File: src/rtl/nvdla_glb_pkg.sv
// Shared constants and types for the GLB CSB slave: register offsets, request
// packet field positions and the response packet layout.
package nvdla_glb_pkg;

  localparam logic [9:0] OffsVersion = 10'h000;
  localparam logic [9:0] OffsMask    = 10'h001;
  localparam logic [9:0] OffsSet     = 10'h002;
  localparam logic [9:0] OffsStatus  = 10'h003;

  localparam int unsigned ReqPdW        = 63;
  localparam int unsigned ReqAddrLsb    = 0;
  localparam int unsigned ReqAddrMsb    = 21;
  localparam int unsigned ReqOffsMsb    = 9;
  localparam int unsigned ReqWdatLsb    = 22;
  localparam int unsigned ReqWdatMsb    = 53;
  localparam int unsigned ReqWriteBit   = 54;
  localparam int unsigned ReqNpostedBit = 55;
  localparam int unsigned ReqSrcprivBit = 56;
  localparam int unsigned ReqWrbeLsb    = 57;
  localparam int unsigned ReqLevelMsb   = 62;

  localparam int unsigned RspPdW = 34;

  localparam logic RspTypeRead  = 1'b0;
  localparam logic RspTypeWrAck = 1'b1;

  typedef struct packed {
    logic        typ;
    logic        err;
    logic [31:0] rdata;
  } glb_rsp_t;

  function automatic logic [9:0] req_word_offset(input logic [ReqPdW-1:0] pd);
    return pd[ReqOffsMsb:ReqAddrLsb];
  endfunction

endpackage

File: src/rtl/nvdla_glb_rsp_fifo.sv
// Synchronous response FIFO with occupancy count; pointers wrap naturally
// because the depth is a power of two.
module nvdla_glb_rsp_fifo #(
  parameter int unsigned Width = 34,
  parameter int unsigned Depth = 4
) (
  input  logic                     clk,
  input  logic                     rst,
  input  logic                     push,
  input  logic [Width-1:0]         wdata,
  input  logic                     pop,
  output logic [Width-1:0]         rdata,
  output logic                     valid,
  output logic [$clog2(Depth):0]   count
);

  localparam int unsigned PtrW = $clog2(Depth);

  logic [PtrW-1:0]  wptr_q, rptr_q;
  logic [PtrW:0]    count_q;
  logic [Width-1:0] mem_q [Depth];
  logic             empty, full, do_push, do_pop;

  assign empty   = (count_q == '0);
  assign full    = (count_q == (PtrW+1)'(Depth));
  assign do_pop  = pop & ~empty;
  // A push into a full FIFO is fine when the head leaves in the same cycle.
  assign do_push = push & (~full | do_pop);

  always_ff @(posedge clk) begin
    if (rst) begin
      wptr_q  <= '0;
      rptr_q  <= '0;
      count_q <= '0;
    end else begin
      if (do_push) wptr_q <= wptr_q + PtrW'(1);
      if (do_pop)  rptr_q <= rptr_q + PtrW'(1);
      case ({do_push, do_pop})
        2'b10:   count_q <= count_q + (PtrW+1)'(1);
        2'b01:   count_q <= count_q - (PtrW+1)'(1);
        default: count_q <= count_q;
      endcase
    end
  end

  always_ff @(posedge clk) begin
    if (do_push) mem_q[wptr_q] <= wdata;
  end

  // Head is forced to zero when empty so the output is clean out of reset.
  assign rdata = empty ? '0 : mem_q[rptr_q];
  assign valid = ~empty;
  assign count = count_q;

endmodule

File: src/rtl/nvdla_glb_csb_intr_ctrl.sv
// GLB CSB register slave: one-entry request stage, done status/mask/set
// registers, level interrupt and a credit-protected response FIFO.
module nvdla_glb_csb_intr_ctrl
  import nvdla_glb_pkg::*;
#(
  parameter int unsigned NUM_CH    = 6,
  parameter int unsigned RSP_DEPTH = 4,
  parameter logic [31:0] HW_VER    = 32'h0001_0000
) (
  input  logic                  nvdla_core_clk,
  input  logic                  nvdla_core_rst,
  input  logic                  csb2glb_req_pvld,
  output logic                  csb2glb_req_prdy,
  input  logic [62:0]           csb2glb_req_pd,
  output logic                  glb2csb_resp_valid,
  input  logic                  glb2csb_resp_ready,
  output logic [33:0]           glb2csb_resp_pd,
  input  logic [2*NUM_CH-1:0]   done_status,
  output logic [2*NUM_CH-1:0]   done_mask,
  output logic                  core_intr
);

  localparam int unsigned StW  = 2 * NUM_CH;
  localparam int unsigned CntW = $clog2(RSP_DEPTH) + 1;

  logic            accept;
  logic            prdy_q, prdy_d;

  logic            s_valid_q;
  logic [9:0]      s_off_q;
  logic [31:0]     s_wdat_q;
  logic            s_write_q;
  logic            s_np_q;
  logic            s_wr_en;

  logic [StW-1:0]  status_q, status_d;
  logic [StW-1:0]  mask_q, mask_d;
  logic [StW-1:0]  set_bits, w1c_bits;
  logic            mask_wr;
  logic            intr_q;

  logic [31:0]     rdata;
  logic            err;
  glb_rsp_t        rsp;

  logic            push, pop, fifo_valid;
  logic [CntW-1:0] fifo_count, count_next;
  logic [RspPdW-1:0] fifo_head;

  logic            unused_pd;

  assign unused_pd = ^{csb2glb_req_pd[ReqLevelMsb:ReqSrcprivBit],
                       csb2glb_req_pd[ReqAddrMsb:ReqOffsMsb+1]};

  assign accept = csb2glb_req_pvld & prdy_q;

  // Request stage S: only the fields the decode needs are kept.
  always_ff @(posedge nvdla_core_clk) begin
    if (nvdla_core_rst) begin
      s_valid_q <= 1'b0;
      s_off_q   <= '0;
      s_wdat_q  <= '0;
      s_write_q <= 1'b0;
      s_np_q    <= 1'b0;
    end else begin
      s_valid_q <= accept;
      if (accept) begin
        s_off_q   <= req_word_offset(csb2glb_req_pd);
        s_wdat_q  <= csb2glb_req_pd[ReqWdatMsb:ReqWdatLsb];
        s_write_q <= csb2glb_req_pd[ReqWriteBit];
        s_np_q    <= csb2glb_req_pd[ReqNpostedBit];
      end
    end
  end

  assign s_wr_en = s_valid_q & s_write_q;

  always_comb begin
    rdata    = '0;
    err      = 1'b0;
    mask_wr  = 1'b0;
    set_bits = '0;
    w1c_bits = '0;
    case (s_off_q)
      OffsVersion: rdata = HW_VER;
      OffsMask: begin
        rdata   = 32'(mask_q);
        mask_wr = s_wr_en;
      end
      OffsSet: begin
        if (s_wr_en) set_bits = s_wdat_q[StW-1:0];
      end
      OffsStatus: begin
        rdata = 32'(status_q);
        if (s_wr_en) w1c_bits = s_wdat_q[StW-1:0];
      end
      default: err = 1'b1;
    endcase
  end

  // Sets (hardware or software) take priority over a same-cycle W1C.
  assign status_d = (status_q & ~w1c_bits) | done_status | set_bits;
  assign mask_d   = mask_wr ? s_wdat_q[StW-1:0] : mask_q;

  always_ff @(posedge nvdla_core_clk) begin
    if (nvdla_core_rst) begin
      status_q <= '0;
      mask_q   <= '0;
      intr_q   <= 1'b0;
    end else begin
      status_q <= status_d;
      mask_q   <= mask_d;
      intr_q   <= |(status_q & ~mask_q);
    end
  end

  always_comb begin
    rsp.typ   = s_write_q ? RspTypeWrAck : RspTypeRead;
    rsp.err   = err;
    rsp.rdata = s_write_q ? 32'h0 : rdata;
  end

  assign push = s_valid_q & (~s_write_q | s_np_q);
  assign pop  = fifo_valid & glb2csb_resp_ready;

  always_comb begin
    count_next = fifo_count;
    if (push & ~pop) count_next = fifo_count + CntW'(1);
    if (~push & pop) count_next = fifo_count - CntW'(1);
  end

  // Ready is registered from next-cycle occupancy, so it is low in reset and
  // rises the first cycle after.
  assign prdy_d = (32'(count_next) + 32'(accept)) < RSP_DEPTH;

  always_ff @(posedge nvdla_core_clk) begin
    if (nvdla_core_rst) prdy_q <= 1'b0;
    else                prdy_q <= prdy_d;
  end

  nvdla_glb_rsp_fifo #(
    .Width (RspPdW),
    .Depth (RSP_DEPTH)
  ) u_rsp_fifo (
    .clk   (nvdla_core_clk),
    .rst   (nvdla_core_rst),
    .push  (push),
    .wdata (rsp),
    .pop   (pop),
    .rdata (fifo_head),
    .valid (fifo_valid),
    .count (fifo_count)
  );

  assign csb2glb_req_prdy   = prdy_q;
  assign glb2csb_resp_valid = fifo_valid;
  assign glb2csb_resp_pd    = fifo_head;
  assign done_mask          = mask_q;
  assign core_intr          = intr_q;

endmodule
File: config.mk
export PLATFORM = sky130hd
export DESIGN_NAME = nvdla_glb_csb_intr_ctrl
export DESIGN_NICKNAME = d
export VERILOG_FILES = /design/src/rtl/nvdla_glb_pkg.sv /design/src/rtl/nvdla_glb_rsp_fifo.sv /design/src/rtl/nvdla_glb_csb_intr_ctrl.sv
export SDC_FILE = /design/constraint.sdc
export NUM_CORES = 1
export LEC_CHECK = 0
export ABC_AREA = 1
export CAP_MARGIN = 20
export CORE_MARGIN = 10
export CORE_UTILIZATION = 45
export DETAILED_ROUTE_END_ITERATION = 10
export HOLD_SLACK_MARGIN = 0.12
export PLACE_DENSITY = 0.86
export RECOVER_POWER = 100
export SYNTH_ARGS = -nofsm -noshare
export SYNTH_HDL_FRONTEND = slang
export SYNTH_SLANG_ARGS = --single-unit
export TNS_END_PERCENT = 5
File: constraint.sdc
create_clock -name nvdla_core_clk -period 1.8 [get_ports nvdla_core_clk]
set_input_delay 0.45 -clock nvdla_core_clk [delete_from_list [all_inputs] [get_ports nvdla_core_clk]]
set_output_delay 0.45 -clock nvdla_core_clk [all_outputs]
set_load 0.03 [all_outputs]
==> run_results.csv, run 1 <==
group,metric,value,unit
floorplanning,chipHeight,130,um
pwr,peakVddDrop,0.000777,V
worst_setup_path,crit_fanout,7,
timing,tightestPinTransition,0.561,ns
grt,antenna_found_initial,0,
pwr,p_sw_frac,0.359,
cts,root_buffer,"clkbuf_16",
pwr,clock_power_share,0.308,
timing,finalSetupViolCount,28,
worst_setup_path,endpoint_kind,"primary output",
cts,cts_tree,"built",
outcome,outcome,"finished with violations",
pwr,pwr-share-comb,0.402,
timing,finalCritPeriodShare,1.20,
worst_setup_path,cp_data_arrival_time,1.71,ns
run,maxCapViolCount,0,
pwr,p_leak,0.00283,uW
floorplanning,die_x,130,um
min_path,hp-class,"flop to flop",
timing,setup-tns-final,-5.16,ns
synth,yosysSeqAreaShare,0.554,
grt,grt_pass1_vias,4523,
outcome,violations,"setup timing",
layout,final_cells,886,
floorplanning,placementRows,40,
grt,grt_overflow,0,
worst_setup_path,worstSetupStartpointType,"flop",
floorplanning,io_pins,128,
layout,area_growth,34.5,%
routing,drt_iter0_drc,482,
layout,nets,813,
cts,clockBufferDepth,2,
timing,relSlewSlack,0.626,
placed_design,routabilityCongestion,0.828,
pwr,power.density,1590,nW/um^2
placed_design,io_buffers,69,
synth,synth_seq_cells,120,
synth,ys_types,27,
pwr,power_switching,4160,uW
routing,firstDrtPassIters,5,
timing,setup_ws,-0.356,ns
layout,drive_above_1_share,0.176,
pwr,seqPwrFrac,0.290,
timing,fmax,0.464,GHz
timing,min_period,2.16,ns
routing,final_antenna_net_count,0,
routing,avgViaCountPerCell,5.12,
timing,hold_viol_final,0,
min_path,hold_path_depth,2,
timing,slew_viol_final,0,
synth,yosysWarnings,0,
layout,antennaDiodeCount,0,
floorplanning,start_util,0.455,
routing,vias,4540,
cts,clkTransAtPathRegs,0.06,ns
placed_design,dp_slack,-0.206,ns
routing,post-route-drc-count,0,
routing,wl_per_cell,15.5,um
layout,layout_commonest_cell,"nor2_1",
synth,synth_cells,626,
routing,wirelength,13700,um
floorplanning,dieArea,16800,um^2
timing,skew,0.00668,ns
cts,cts.sinks,120,
floorplanning,coreArea,11900,um^2
pwr,p_int,7440,uW
grt,gr-usage-all-layers,0.165,
layout,final_cell_mix,"105 x nor2_1, 69 x nand2_1, 60 x edfxtp_1, 56 x inv_1, 55 x dfxtp_1",
timing,rsz0062_at_grt,"true",
worst_setup_path,cp.required,1.35,ns
synth,synth_area,5430,um^2
synth,synth_area_per_cell,8.67,um^2
cts,cts_buffers,17,
grt,grt_max_degree,36,
cts,htreeDepth,4,
worst_setup_path,critPathKind,"flop to primary output",
placed_design,dp_hpwl,9330,um
pwr,report.power.total,11600,uW
grt,grt_pass1_wl,21900,um
cts,clkLatencyLatePin,0.41,ns
worst_setup_path,reg2regPathDepth,6,
placed_design,dp.cells,845,
==> critical path, cell delays in order (launching register included) <==
cell	delay, ns
dfxtp_2	0.34
inv_2	0.05
ha_4	0.16
nand2_4	0.07
clkinvlp_4	0.09
buf_12	0.15
buf_12	0.14
a21oi_4	0.13
buf_6	0.15
==> through the flow <==
stage / hold slack [ns] / util / area, um^2
CTS: 0.465 / 0.614 / 7310
global placement: 0.444 / 0.546 / 6500
finish: 0.468 / 0.613 / 7300
floorplan: 0.429 / - / 5610
global route: 0.486 / 0.613 / 7300
detailed placement: 0.446 / 0.546 / 6500
==> flip-flops by register name, summed over array words and instances (netlist names), named ones only <==
register           count
core_intr              1
u_rsp_fifo.wptr_q      2
u_rsp_fifo.count       3
u_rsp_fifo.rptr_q      2
s_np_q                 1
u_rsp_fifo.mem_q      60
s_off_q               10
s_wdat_q              12
done_mask             12
status_q              12
s_write_q              1
csb2glb_req_prdy       1
s_valid_q              1
==> worst paths after layout <==
path                                               end  slack [ns]                 from
worst max register to register  u_rsp_fifo.mem_q[2][1]       -0.06           s_off_q[2]
worst min register to register                  s_np_q        0.47               s_np_q
worst min-delay path                            s_np_q        0.47               s_np_q
worst max-delay path                glb2csb_resp_pd[3]       -0.36  u_rsp_fifo.count[1]
==> layer usage <==
layer	GRT usage	vias to the layer above	share of wire
li1	-	2251	-
met1	0.182	2086	0.40
met2	0.293	179	0.51
met3	0.0556	24	0.073
met4	0.0522	0	0.014
met5	0	-	0
==> cells in the mapped netlist <==
master / n / area [um^2]
clkinv_1: 1 / 3.75
edfxtp_1: 60 / 1800
nand2_1: 70 / 263
nor2_1: 106 / 398
or2_1: 1 / 6.26
inv_2: 2 / 7.51
a211oi_1: 2 / 15.0
nand4_1: 12 / 75.1
inv_1: 61 / 229
dfxtp_1: 60 / 1200
nand3_1: 42 / 210
buf_4: 21 / 158
a21oi_1: 53 / 265
xnor2_1: 1 / 8.76
nor3_4: 1 / 16.3
o21ai_1: 1 / 5.00
ha_1: 8 / 100
a31oi_1: 12 / 75.1
a21oi_2: 11 / 96.3
xor2_1: 3 / 26.3
nor2_2: 2 / 12.5
clkbuf_1: 15 / 56.3
nor3_1: 2 / 10.0
o21ai_0: 61 / 305
conb_1: 1 / 3.75
buf_2: 10 / 50.1
buf_1: 7 / 26.3
==> power by group through the flow <==
stage | clock (uW) | combinational (uW) | sequential (uW)
2_1_floorplan | 0 | 2600 | 3370
3_3_place_gp | 0 | 3930 | 3380
3_5_place_dp | 0 | 4010 | 3390
4_1_cts | 3600 | 4690 | 3350
5_1_grt | 3720 | 5060 | 3380
6_report | 3580 | 4670 | 3360
==> cells by family (layout without fill, tap and decap cells) <==
kind of cell	Yosys count	count (layout)	synth area share
xor gates and xnor gates	4	4	0.00646
and+or+nand+nor	236	236	0.183
DFF	120	120	0.554
AOI/OAI and AO/OA	140	140	0.140
buffers and inverters	117	212	0.0978
adders and majority gates	8	8	0.0185
other	1	19	0.000691
==> repair_timing <==
| action | CTS | global route |
|---|---|---|
| gates resized for setup | 46 | 13 |
| pin swaps | 3 | 3 |
| endpoints found under the setup margin | 30 | 18 |
| setup buffers | 7 | 1 |
| hold buffers | 0 | 0 |
| gates cloned | 1 | 0 |
==> layout make-up <==
cell class / count / area [um^2]
Tap cell: 147 / 184
Clock buffer: 17 / 425
Sequential cell: 120 / 3010
Fill cell: 965 / 4610
Clock inverter: 15 / 201
Timing Repair Buffer: 116 / 1120
Multi-Input combinational cell: 407 / 2100
Inverter: 64 / 248
No activity file was read; power rests on OpenSTA's default activity.
==> run 2, diff against run 1 <==
CAP_MARGIN = unset   (was 20)
SETUP_SLACK_MARGIN = 0.02   (was unset)
==> run_results.csv, run 2 (synthesis results as in run 1) <==
group,metric,value,unit
worst_setup_path,cp_data_arrival_time,1.71,ns
cts,root_buffer,"clkbuf_16",
placed_design,io_buffers,69,
min_path,min_from,"s_np_q",
grt,antenna_found_initial,0,
worst_setup_path,rr_startpoint,"s_off_q[2]",
worst_setup_path,cpMostUsedCell,"buf_12",
routing,wirelength,13700,um
grt,grt_pass1_vias,4523,
timing,hold_viol_final,0,
cts,clkLatencyLatePin,0.42,ns
worst_setup_path,critPathKind,"flop to primary output",
cts,clkTransAtPathRegs,0.06,ns
layout,regMostFlops,"u_rsp_fifo.mem_q",
pwr,power.density,1590,nW/um^2
layout,largest_register_ff_count,60,
floorplanning,coreArea,11900,um^2
floorplanning,placementRows,40,
cts,cts.sinks,120,
timing,setup_ws,-0.364,ns
worst_setup_path,slowest_stage,"dfxtp_2",
layout,nets,813,
floorplanning,io_pins,128,
timing,finalSetupViolCount,24,
run,maxCapViolCount,0,
layout,layout_commonest_cell,"nor2_1",
routing,vias,4504,
timing,fmax,0.462,GHz
grt,gr-usage-all-layers,0.165,
timing,rsz0062_at_grt,"true",
placed_design,routabilityCongestion,0.828,
min_path,min_to,"s_np_q",
routing,post-route-drc-count,0,
worst_setup_path,path_cells,"inv_2, ha_4, nand2_4, clkinvlp_4, buf_12, buf_12, a21oi_4, buf_6",
grt,grt_pass1_wl,21900,um
worst_setup_path,max_stage_delay,0.34,ns
timing,finalCritPeriodShare,1.20,
pwr,p_leak,0.00283,uW
outcome,outcome,"finished with violations",
layout,final_cell_mix,"105 x nor2_1, 69 x nand2_1, 60 x edfxtp_1, 56 x inv_1, 55 x dfxtp_1",
min_path,hold_path_depth,2,
cts,cts_buffers,17,
grt,grt_max_degree,36,
timing,skew,0.00608,ns
floorplanning,die_x,130,um
timing,setup-tns-final,-4.89,ns
cts,clockBufferDepth,2,
cts,htreeDepth,4,
routing,final_antenna_net_count,0,
cts,cts_hold_buffers,0,
floorplanning,chipHeight,130,um
routing,drt_iter0_drc,481,
layout,final_util,0.613,
layout,area_growth,34.6,%
routing,wl_per_cell,15.5,um
outcome,violations,"setup timing",
routing,avgViaCountPerCell,5.08,
worst_setup_path,crit_fanout,7,
worst_setup_path,r2r_slack,-0.01,ns
worst_setup_path,cp.required,1.35,ns
worst_setup_path,endpoint_kind,"primary output",
floorplanning,start_util,0.455,
pwr,peakVddDrop,0.000778,V
min_path,hp-class,"flop to flop",
cts,cts_tree,"built",
worst_setup_path,reg2regPathDepth,8,
layout,antennaDiodeCount,0,
layout,drive_above_1_share,0.177,
floorplanning,dieArea,16800,um^2
routing,firstDrtPassIters,7,
layout,nFillCells,963,
grt,grt_overflow,0,
timing,slew_viol_final,0,
timing,min_period,2.16,ns
placed_design,dp_hpwl,9330,um
worst_setup_path,r2r_end,"u_rsp_fifo.mem_q[2][4]",
worst_setup_path,worstSetupStartpointType,"flop",
[run 2: changes by cell type in the layout (fill, tap and decap cells not counted)]
cell / change
a21oi_1: -1
a21oi_2: +1
[run 2: per-stage QoR]
stage	total power, uW	instance area, um^2	hold slack [ns]	instances	setup WS, ns
after floorplan	5970	5610	0.429	644	-0.160
after global placement	7310	6500	0.444	845	-0.127
after detailed placement	7400	6500	0.446	845	-0.206
after CTS	11600	7310	0.465	885	-0.363
after global routing	12200	7300	0.486	886	-0.411
final	11600	7300	0.465	886	-0.364
[run 2: final cells by class]
type | count | area (um^2) | share of cell area
Multi-Input combinational cell | 407 | 2110 | 0.288
Tap cell | 147 | 184 | 0.0252
Inverter | 64 | 248 | 0.0339
Timing Repair Buffer | 116 | 1120 | 0.154
Clock buffer | 17 | 425 | 0.0583
Clock inverter | 15 | 201 | 0.0276
Sequential cell | 120 | 3010 | 0.413
[run 2: report_power, final]
group / internal, uW / switching [uW]
Clock: 2320 / 1260
Sequential: 3180 / 180
Combinational: 1940 / 2720
[run 2: repair_timing]
item                                    in CTS  in global routing
setup buffers                                7                  1
cloned                                       1                  0
endpoints found under the setup margin      31                 23
pin swaps                                    3                  3
resized for setup                           46                 14
endpoints found under the hold margin        0                  0
[run 2: worst max-delay path by stage]
stage / from / endpoint / slack (ns) / cells after the start
4_1_cts: u_rsp_fifo.count[1] / glb2csb_resp_pd[3] / -0.36 / 8
3_3_place_gp: glb2csb_resp_ready / u_rsp_fifo.count[1] / -0.13 / 7
3_5_place_dp: glb2csb_resp_ready / u_rsp_fifo.count[1] / -0.21 / 7
6_report: u_rsp_fifo.count[1] / glb2csb_resp_pd[3] / -0.36 / 8
5_1_grt: u_rsp_fifo.count[1] / glb2csb_resp_pd[3] / -0.41 / 8
2_1_floorplan: u_rsp_fifo.count[0] / u_rsp_fifo.mem_q[0][0] / -0.16 / 5
[run 2: critical path: cells and delay by family, from the launching register on]
family / cells / cell delay (ns)
buf+inv: 5 / 0.59
compound gates: 1 / 0.13
fa+ha+maj: 1 / 0.16
flops: 1 / 0.34
simple gates: 1 / 0.07
[run 2: routing by layer]
metal / wire length [um] / vias up / global-route usage
met1: 5480 / 2047 / 0.182
met2: 6950 / 188 / 0.293
li1: - / 2243 / -
met3: 1090 / 26 / 0.0556
met5: 0 / - / 0
met4: 209 / 0 / 0.0522
==> run 3, diff against run 2 <==
CORE_MARGIN = unset   (was 10)
CORE_UTILIZATION = 54   (was 45)
PLACE_DENSITY = 0.95   (was 0.86)
clock period = 2.5 ns   (was 1.8 ns; I/O delays follow)
==> run_results.csv, run 3 (synthesis results as in run 1) <==
group,metric,value,unit
grt,grt_pass1_wl,22400,um
timing,tightestPinTransition,1.31,ns
floorplanning,coreArea,9770,um^2
timing,rsz0062_at_grt,"true",
worst_setup_path,path_cells,"inv_2, ha_4, nand2_4, clkinvlp_4, buf_6, buf_6, a21oi_2, buf_6",
cts,clkLatencyLatePin,0.52,ns
timing,min_period,2.45,ns
placed_design,postPlaceCellArea,6210,um^2
timing,finalCritPeriodShare,0.980,
layout,final_util,0.711,
worst_setup_path,cp_data_arrival_time,1.82,ns
routing,wl_met2,7250,um
cts,clockBufferDepth,2,
layout,regMostFlops,"u_rsp_fifo.mem_q",
run,maxCapViolCount,0,
floorplanning,die_x,102,um
worst_setup_path,slowest_stage,"dfxtp_2",
worst_setup_path,critPathKind,"flop to primary output",
timing,finalSetupViolCount,0,
grt,grt_overflow,0,
routing,vias,4807,
floorplanning,placementRows,36,
worst_setup_path,max_stage_delay,0.34,ns
cts,cts_buffers,17,
cts,root_buffer,"clkbuf_8",
worst_setup_path,cp.required,1.88,ns
routing,firstDrtPassIters,7,
routing,wl_per_cell,16.6,um
routing,highest_layer,"met4",
layout,antennaDiodeCount,0,
routing,wl_met3,1100,um
layout,design_area,6950,um^2
cts,cts_hold_buffers,0,
routing,wirelength,14200,um
layout,largest_register_ff_count,60,
floorplanning,dieArea,10500,um^2
routing,post-route-drc-count,0,
pwr,peakVddDrop,0.000579,V
routing,avgViaCountPerCell,5.60,
worst_setup_path,endpoint_kind,"primary output",
timing,relSlewSlack,0.126,
routing,met1_length,5320,um
timing,slew_viol_final,0,
grt,antenna_found_initial,0,
layout,area_growth,28.1,%
placed_design,dp.cells,816,
pwr,power.density,1120,nW/um^2
timing,skew,0.00897,ns
cts,cts.sinks,120,
grt,grt_max_degree,38,
layout,layout_commonest_cell,"nor2_1",
pwr,report.power.total,7810,uW
layout,nets,800,
cts,clkTransAtPathRegs,0.06,ns
timing,fmax,0.408,GHz
floorplanning,io_pins,128,
placed_design,routabilityCongestion,0.905,
placed_design,io_buffers,69,
cts,cts_tree,"built",
routing,final_antenna_net_count,0,
worst_setup_path,crit_fanout,5,
floorplanning,start_util,0.555,
min_path,hp-class,"flop to flop",
layout,final_cell_mix,"107 x nor2_1, 69 x nand2_1, 60 x edfxtp_1, 57 x dfxtp_1, 56 x inv_1",
grt,grt_pass1_vias,4643,
layout,drive_above_1_share,0.136,
worst_setup_path,cpMostUsedCell,"buf_6",
grt,gr-usage-all-layers,0.291,
placed_design,dp_hpwl,8460,um
timing,whs,0.475,ns
timing,hold_viol_final,0,
pwr,p_leak,0.00271,uW
outcome,outcome,"completed",
worst_setup_path,worstSetupStartpointType,"flop",
floorplanning,chipHeight,102,um
cts,htreeDepth,4,
routing,drt_iter0_drc,429,
layout,final_cells,859,
==> run 3: cell types whose count changed in the layout (fill, tap and decap cells not counted), moves of 6 or more <==
| cell | before | now |
|---|---|---|
| a21oi_1 | 39 | 55 |
| dlygate4sd2_1 | 14 | 1 |
| dlygate4sd3_1 | 2 | 15 |
| buf_4 | 32 | 20 |
| a21oi_2 | 15 | 5 |
| clkbuf_2 | 3 | 10 |
| a21oi_4 | 10 | 4 |
==> run 3: critical path: cells and delay by family, from the launching register on <==
| kind | cells | cell delay [ns] |
|---|---|---|
| buffers and inverters | 5 | 0.60 |
| adders and majority gates | 1 | 0.17 |
| AOI/OAI and AO/OA | 1 | 0.12 |
| and+or+nand+nor | 1 | 0.07 |
| DFF | 1 | 0.34 |
==> run 3: area by class of cell <==
type,count,area [um^2]
Sequential cell,120,3010
Fill cell,660,2830
Multi-Input combinational cell,407,1990
Timing Repair Buffer,103,961
Clock buffer,19,464
Inverter,64,248
Tap cell,133,166
Clock inverter,13,114
==> run 3: layer usage <==
| layer | up-vias | GRT usage |
|---|---|---|
| li1 | 2228 | - |
| met3 | 71 | 0.0807 |
| met4 | 0 | 0.159 |
| met2 | 298 | 0.502 |
| met5 | - | 0 |
| met1 | 2210 | 0.326 |
==> run 3: repair_timing <==
action                     4_1_cts  5_1_grt
setup endpoints to repair       16       12
gates cloned                     0        0
pin swaps                        1        1
setup buffers                    8        3
resized for setup               61       18
==> run 3: path summary, 6_finish.rpt <==
| path | slack (ns) | start | endpoint | depth (start not counted) |
|---|---|---|---|---|
| setup / recovery | 0.05 | u_rsp_fifo.count[1] | glb2csb_resp_pd[33] | 8 |
| setup reg to reg | 0.28 | s_write_q | done_mask[0] | 5 |
| hold / removal | 0.47 | s_off_q[9] | s_off_q[9] | 2 |
| hold reg to reg | 0.47 | s_off_q[9] | s_off_q[9] | 2 |
==> run 3: power breakdown <==
part           total [uW]  switching, uW  internal [uW]
logic                3050           1870           1190
registers            2420            134           2280
clock network        2340            902           1440
==> run 3: metrics by stage <==
| step | setup TNS (ns) | setup slack, ns |
|---|---|---|
| 2_1_floorplan | 0 | 0.101 |
| 3_3_place_gp | 0 | 0.0944 |
| 3_5_place_dp | 0 | 0.0336 |
| 4_1_cts | 0 | 0.0201 |
| 5_1_grt | -0.134 | -0.0302 |
| 6_report | 0 | 0.0511 |
